===== src/rtl/n64_pkg.sv =====
// N64 controller poll scheduler: shared constants and state encoding.
package n64_pkg;
  localparam int BIT_CLKS  = 16;
  localparam int SHORT_LOW = 4;
  localparam int LONG_LOW  = 12;
  localparam int STOP_LOW  = 4;
  localparam logic [7:0] CMD_POLL = 8'h01;

  typedef enum logic [1:0] {
    IDLE,
    TX_BIT,
    TX_STOP,
    RX_WAIT
  } state_t;
endpackage


===== src/rtl/n64_bit_tx.sv =====
// One N64 line bit: 16 clk_4M cycles, low for 4 ('1') or 12 ('0').
module n64_bit_tx
  import n64_pkg::*;
(
  input  logic clk_4M,
  input  logic reset,
  input  logic start,
  input  logic bit_val,
  output logic oe,
  output logic done
);
  logic       active;
  logic       bval;
  logic [3:0] cnt;
  logic [3:0] nxt;
  logic [4:0] low_len;

  assign nxt     = cnt + 4'd1;
  assign low_len = bval ? 5'(SHORT_LOW) : 5'(LONG_LOW);
  assign done    = active && (cnt == 4'(BIT_CLKS - 1));

  // start may coincide with done so back-to-back bits leave no gap
  always_ff @(posedge clk_4M) begin
    if (reset) begin
      active <= 1'b0;
      bval   <= 1'b0;
      cnt    <= 4'd0;
      oe     <= 1'b0;
    end else if (start) begin
      active <= 1'b1;
      bval   <= bit_val;
      cnt    <= 4'd0;
      oe     <= 1'b1;
    end else if (done) begin
      active <= 1'b0;
      cnt    <= 4'd0;
      oe     <= 1'b0;
    end else if (active) begin
      cnt <= nxt;
      oe  <= {1'b0, nxt} < low_len;
    end
  end
endmodule


===== src/rtl/n64_poll_scheduler.sv =====
// Periodic N64 controller poll: send command byte + stop bit,
// then wait for the receiver's word-complete strobe or time out.
module n64_poll_scheduler
  import n64_pkg::*;
#(
  parameter int         POLL_PERIOD = 66667,
  parameter int         RX_TIMEOUT  = 800,
  parameter logic [7:0] CMD         = CMD_POLL
) (
  input  logic       clk_4M,
  input  logic       reset,
  input  logic       poll_en,
  input  logic       rx_done_in,
  output logic       dout_oe,
  output logic       rx_enable,
  output logic       busy,
  output logic       poll_ok,
  output logic       poll_timeout,
  output logic [7:0] err_count
);
  localparam int PW = (POLL_PERIOD > 1) ? $clog2(POLL_PERIOD) : 1;
  localparam int TW = (RX_TIMEOUT > 1) ? $clog2(RX_TIMEOUT) : 1;

  state_t        state;
  logic [PW-1:0] pcnt;
  logic [TW-1:0] tcnt;
  logic [2:0]    idx;
  logic [1:0]    scnt;
  logic          stop_oe;
  logic          s1, s2, s3;
  logic          rx_edge;
  logic          wrap;
  logic          bit_start;
  logic [2:0]    nidx;
  logic          bit_oe;
  logic          bit_done;

  assign rx_edge   = s2 & ~s3;
  assign wrap      = poll_en && (pcnt == PW'(POLL_PERIOD - 1));
  assign nidx      = (state == IDLE) ? 3'd7 : idx - 3'd1;
  assign bit_start = ((state == IDLE) && wrap) ||
                     ((state == TX_BIT) && bit_done && (idx != 3'd0));

  n64_bit_tx u_bit_tx (
    .clk_4M  (clk_4M),
    .reset   (reset),
    .start   (bit_start),
    .bit_val (CMD[nidx]),
    .oe      (bit_oe),
    .done    (bit_done)
  );

  assign dout_oe   = bit_oe | stop_oe;
  assign rx_enable = (state == RX_WAIT);
  assign busy      = (state != IDLE);

  always_ff @(posedge clk_4M) begin
    if (reset) begin
      s1 <= 1'b0;
      s2 <= 1'b0;
      s3 <= 1'b0;
    end else begin
      s1 <= rx_done_in;
      s2 <= s1;
      s3 <= s2;
    end
  end

  always_ff @(posedge clk_4M) begin
    if (reset) begin
      state        <= IDLE;
      pcnt         <= '0;
      tcnt         <= '0;
      idx          <= 3'd0;
      scnt         <= 2'd0;
      stop_oe      <= 1'b0;
      poll_ok      <= 1'b0;
      poll_timeout <= 1'b0;
      err_count    <= 8'd0;
    end else begin
      poll_ok      <= 1'b0;
      poll_timeout <= 1'b0;
      if (!poll_en || wrap) pcnt <= '0;
      else                  pcnt <= pcnt + PW'(1);
      unique case (state)
        IDLE: begin
          if (wrap) begin
            state <= TX_BIT;
            idx   <= 3'd7;
          end
        end
        TX_BIT: begin
          if (bit_done) begin
            if (idx == 3'd0) begin
              state   <= TX_STOP;
              stop_oe <= 1'b1;
              scnt    <= 2'd0;
            end else begin
              idx <= idx - 3'd1;
            end
          end
        end
        TX_STOP: begin
          if (scnt == 2'(STOP_LOW - 1)) begin
            state   <= RX_WAIT;
            stop_oe <= 1'b0;
            tcnt    <= '0;
          end else begin
            scnt <= scnt + 2'd1;
          end
        end
        RX_WAIT: begin
          // a response arriving on the last timeout cycle still counts
          if (rx_edge) begin
            poll_ok <= 1'b1;
            state   <= IDLE;
          end else if (tcnt == TW'(RX_TIMEOUT - 1)) begin
            poll_timeout <= 1'b1;
            if (err_count != 8'hFF) err_count <= err_count + 8'd1;
            state <= IDLE;
          end else begin
            tcnt <= tcnt + TW'(1);
          end
        end
        default: state <= IDLE;
      endcase
    end
  end
endmodule

===== config.mk =====
export PLATFORM = sky130hd
export DESIGN_NAME = n64_poll_scheduler
export DESIGN_NICKNAME = d
export VERILOG_FILES = /design/src/rtl/n64_pkg.sv /design/src/rtl/n64_bit_tx.sv /design/src/rtl/n64_poll_scheduler.sv
export SDC_FILE = /design/constraint.sdc
export NUM_CORES = 1
export LEC_CHECK = 0
export ABC_CLOCK_PERIOD_IN_PS = 2200
export BUFFER_PORTS_ARGS = -buffer_cell sky130_fd_sc_hd__buf_2
export CORE_MARGIN = 5
export CORE_UTILIZATION = 54
export CTS_CLUSTER_SIZE = 14
export DETAILED_ROUTE_END_ITERATION = 7
export GPL_ROUTABILITY_DRIVEN = 1
export GPL_TIMING_DRIVEN = 0
export HOLD_SLACK_MARGIN = 0.06
export PLACE_DENSITY = 0.72
export SLEW_MARGIN = 30
export SYNTH_ARGS = -nofsm -noshare
export SYNTH_HDL_FRONTEND = slang
export SYNTH_SLANG_ARGS = --single-unit

===== constraint.sdc =====
create_clock -name clk_4M -period 2.2 [get_ports clk_4M]
set_clock_uncertainty 0.05 [all_clocks]
set_input_delay 0 -clock clk_4M [delete_from_list [all_inputs] [get_ports clk_4M]]
set_output_delay 0 -clock clk_4M [all_outputs]
set_load 0.01 [all_outputs]

======== After elaboration in Yosys (flattened, before gate mapping) ========
Memories as Yosys holds them, arrays and structs flattened. A register that Yosys moved wholly into a read port is not among the register bits.
Index checks and enable logic that the tools add are counted.
word-level totals
  bits in registers ....................... 54
  memories kept ........................... 1
  word-level logic and storage cells ...... 104
  ROM bits ................................ 8
  input port bits ......................... 4
  output and inout port bits .............. 13
operators by class
  multiplexer cells ....................... 32
  $lt $le $gt $ge ......................... 1
  equality and inequality tests ........... 17
  bitwise gates (word level) .............. 5
  reduce and logical (&&, ||, !) cells .... 27
  $add $sub $neg .......................... 6
memories
  name             words  bits a word  read ports  clocked after Yosys merged registers in  wr ports  RTL line                  RTL
  (no name shown)  8      1            1           1                                        0         n64_poll_scheduler.sv:48  .bit_val (CMD[nidx]),
operators by type and width
  operator                 count
  $mux W10                 3
  $pmux W10 S2             1
  $reduce_and A4 Y1        5
  $mux W2                  9
  $add A17 B1 Y17 const B  1
  $eq A17 B17 Y1 const B   1
  $ne A2 B2 Y1 const B     7
  $mux W3                  4
  $add A10 B1 Y10 const B  1
  $eq A10 B10 Y1 const B   1
  $mux W1                  10
  $reduce_bool A2 Y1       5
  $add A8 B1 Y8 const B    1
  $ne A8 B8 Y1 const B     1
  $pmux W2 S4              1
  $eq A2 B2 Y1 const B     3
  $pmux W3 S2              1
  $reduce_bool A3 Y1       2
  $reduce_or A3 Y1         2
  $logic_and A1 B1 Y1      5
  $lt A4 B5 Y1             1
  $reduce_and A5 Y1        1
  $add A4 B1 Y4 const B    1
  $eq A4 B4 Y1 const B     1
  16 further kinds         20

======== Depth between registers and ports, before layout ========
  depth in word-level cells ............... 6
  depth in mapped cells ................... 9

======== By module ========
From an unflattened synthesis, not the netlist that was laid out.
second synthesis, totals
  cells, all modules ...................... 314
  area total of the unflattened synthesis .. 2,790.2 um^2
modules (own cells, without submodules)
  module              cells each  times used  area each (um^2)  sequential area each (um^2)
  n64_poll_scheduler  278         1           2,442.3           960.9
  n64_bit_tx          36          1           347.8             140.1

======== Worst setup path before layout ========
OpenSTA, ideal clock, no wires.
  kind .................................... reg-to-reg
  start ................................... register pcnt[0]
  end ..................................... register state[1]
  library setup time ...................... 0.118 ns
  cell stages (with the launch flop) ...... 8
  path slack .............................. 0.028 ns
  arrival time ............................ 2.004 ns
  period minus slack after synthesis ...... 2.172 ns
  cell sequence ........................... dfxtp_1 inv_1 ha_1 or4b_4 nor4_4 a21oi_2 or4_4 mux2i_1
between the ends
  word-level cells in the longest chain between the ends .. 4
ends and longest elaborated chain
  item                         RTL line                  RTL
  from (decl)                  n64_poll_scheduler.sv:25  logic [PW-1:0] pcnt;
  from (signal assigned)       n64_poll_scheduler.sv:84  else pcnt <= pcnt + PW'(1);
  $eq A17 B17 Y1               n64_poll_scheduler.sv:39  assign wrap = poll_en && (pcnt == PW'(POLL_PERIOD - 1));
  $logic_and A1 B1 Y1          n64_poll_scheduler.sv:39
  $ne A2 B2 Y1 (no line)       -
  $reduce_and A5 Y1 (no line)  -
  to (signal assigned)         n64_poll_scheduler.sv:71  state <= IDLE;
  to (signal assigned)         n64_poll_scheduler.sv:88  state <= TX_BIT;
  to (signal assigned)         n64_poll_scheduler.sv:95  state <= TX_STOP;
  to (decl)                    n64_poll_scheduler.sv:24  state_t state;
Every way passes these cells.
A chain may end at the register's enable or synchronous reset.

======== Worst setup path after layout ========
  start ................................... register tcnt[6]
  end ..................................... register state[1]
between the ends
  word-level cells in the longest chain between the ends .. 3
ends and longest elaborated chain
  item                         RTL line                   RTL
  from (decl)                  n64_poll_scheduler.sv:26   logic [TW-1:0] tcnt;
  from (signal assigned)       n64_poll_scheduler.sv:122  tcnt <= tcnt + TW'(1);
  $eq A10 B10 Y1               n64_poll_scheduler.sv:117  end else if (tcnt == TW'(RX_TIMEOUT - 1)) begin
  $ne A3 B1 Y1 (no line)       -
  $reduce_and A5 Y1 (no line)  -
  to (signal assigned)         n64_poll_scheduler.sv:116  state <= IDLE;
  to (signal assigned)         n64_poll_scheduler.sv:120  state <= IDLE;
  to (signal assigned)         n64_poll_scheduler.sv:125  default: state <= IDLE;
Every way passes these cells.

==> reports/metrics.cfg <==
[status]
status=complete, no violations

[critical_path]
cp_max_fo=8
arrival_ns=2.36
crit_buf_inv=1
worstPathCellList=or3b_1 > or3_1 > buf_4 > nor2b_4 > or4_4 > mux2i_1
max_stage_delay_ns=0.55
reg2regPathDepth=6
critPathTopFamily=simple AND/OR/NAND/NOR gates
rrSetupSlack_ns=0.00008
criticalPathCategory=flop to flop
endpoint_kind=flop
cp.depth=6
r2r_start=tcnt[6]
cp.required_ns=2.36
crit_path_start_kind=flop
reg2reg_to=state[1]
worst_path_max_delay_cell=or4_4

[clock_network]
cts_root_buf=clkbuf_8
numCtsBuffers=5
cts_max_level=2
clk_latency_ns=0.31
cts_sinks=55
clockBufferDepth=2
path_clk_slew_ns=0.09
cts_tree=yes

[die]
initial_utilization=0.563
ios=17
coreArea_sq_mm=0.00479
dieArea_sq_mm=0.00650
die_h_um=80.6
row_count=25
fp.dieW_um=80.6

[layout]
antennaDiodeCount=0
area_growth_pct=10.7
nets=352
seq_area_sq_mm=0.00111
fillerInstances=439
fin_util=0.623
multi_input_area_sq_mm=0.00151
drive_gt1_frac=0.137

[yosys]
yosysSeqAreaShare=0.409
synthCells=312
synthArstFlopShare=0
synthDistinctLibCells=52
synth_edf_count=0
ys_warn_count=0
synth_top_area_share=0.409
ys_ff_latch=55
synth_nets=329
yosys-top-cells-area=dfxtp_1 41%, nor2_1 6.3%, ha_1 6.0%
synth_top_area_cell=dfxtp_1
avgSynthCellArea_sq_um=8.63
ys.flop_type=dfxtp_1
syn-cell-area_sq_mm=0.00269

[power]
powerDensity_mw_per_mm2=528
finalPower_w=0.00158
p_leak_nw=1.08
peakVddDrop_v=0.000300

[sta]
relSlewSlack=0.626
max_freq_ghz=0.455
finalCriticalPeriod_ns=2.20
hold_slack_ns=0.136
max_slew.worst_pin.slew_ns=0.557
setup_slack_ns=0.0000826
final_hold_viol_count=0
maxSlewViolCount=0
finalCritPeriodShare=1.00
setup_violations=0
grt_setup_unrepaired=true

[grt]
grt_pass1_wl_mm=8.79
grt_max_degree=18
track_usage=0.171
antenna_found_initial=0
grt_pass1_vias=2001
gr-total-overflow=0

[route]
vias_per_cell=5.38
num_vias=2168
wl_per_cell_um=12.3
routed_wl_mm=4.95
drt_pass1_iterations=4
drt-initial-drc-count=88
antenna_left=0
drt_drc_violations_left=0

[run]
cap_violations=0

[placement]
post-place-ws_ns=-0.203
numPortBuffers=15
routabilityCongestion=0.815
hpwl_mm=3.64

[hold_path]
whs_path_depth=4
min_from=poll_en
hold_end=u_bit_tx.oe
hp-class=input pin to flop

[routing by layer]
layer  wire (um)  global-route usage
met2        2230               0.281
met3         147              0.0392
met1        2480               0.215
met4          89              0.0693
met5           0                   0
[state kept, by name, summed over array words and instances (netlist names), 2 cells and up]
register	cells
scnt	2
err_count	8
pcnt	17
idx	3
tcnt	10
state	2
u_bit_tx.cnt	4
[kinds of logic after synthesis]
| kind of cell | count (synthesis) | share of synthesized area |
|---|---|---|
| adder cells (fa/ha/maj) | 13 | 0.0604 |
| XOR/XNOR | 27 | 0.0878 |
| multiplexers | 6 | 0.0232 |
| buffers and inverters | 27 | 0.0386 |
| AND/OR/NAND/NOR | 141 | 0.279 |
| flip-flops | 55 | 0.409 |
| AO/OA/AOI/OAI | 43 | 0.103 |
[synthesized netlist by cell type, types with 7 or more instances]
master     n
nor2_1    45
nand4_1    7
nand2_1   19
nand3_1   20
nor3_1     9
ha_1      13
a21oi_1   14
o21ai_0   11
dfxtp_1   55
xnor2_1   14
clkbuf_1   8
inv_1     17
xor2_1    13
[repair_timing]
item,4_1_cts,5_1_grt
endpoints found under the hold margin,2,0
hold buffers,2,0
pin swaps,2,0
gates resized for setup,7,3
endpoints found under the setup margin,12,25
setup buffers,2,0
[worst min-delay path: stages]
cell	delay, ns
buf_2	0.11
and2_2	0.15
a21oi_1	0.08
a21oi_1	0.12
[layout make-up]
type                            count  share of cell area
Tap cell                           67              0.0281
Clock inverter                      1             0.00168
Buffer                              7              0.0101
Inverter                           17              0.0214
Sequential cell                    55               0.372
Multi-Input combinational cell    230               0.505
Timing Repair Buffer               19              0.0369
Clock buffer                        7              0.0256
[metrics by stage]
step	TNS (ns)	cells	cell area, sq um
after floorplan	0	312	2690
after global placement	-1.74	394	2850
after detailed placement	-2.10	394	2850
after CTS	0	405	2990
after global routing	-0.234	403	2980
final	0	403	2980
[worst max path at each step]
stage / startpoint / endpoint / slack [ns]
finish: tcnt[6] / state[1] / 0.00008
global route: pcnt[0] / state[1] / -0.07
CTS: tcnt[6] / state[1] / 0.004
detailed placement: pcnt[0] / pcnt[9] / -0.20
global placement: pcnt[0] / pcnt[11] / -0.17
floorplan: pcnt[0] / state[1] / 0.03
[cells in the final DEF, fill, tap and decap left out, types with 4 or more instances in the layout]
master    instances
nand2b_1          5
nand4_1           7
dfxtp_1          51
xor2_1           13
nor3_1            9
ha_1             12
clkbuf_8          5
buf_2            15
nor2_1           45
a21oi_1          13
clkbuf_1          8
nand2_1          19
nor2b_1           6
mux2i_1           4
inv_1            16
xnor2_1          14
nor4_1            5
nand3_1          20
o21ai_0          11
[power by group]
part           internal (W)  total (W)  switching (W)
clock              0.000224   0.000541       0.000317
combinational     0.0000109  0.0000336      0.0000226
sequential         0.000998    0.00100     0.00000298
total               0.00123    0.00158       0.000342
Note: power is estimated with default switching activity, not from simulation.
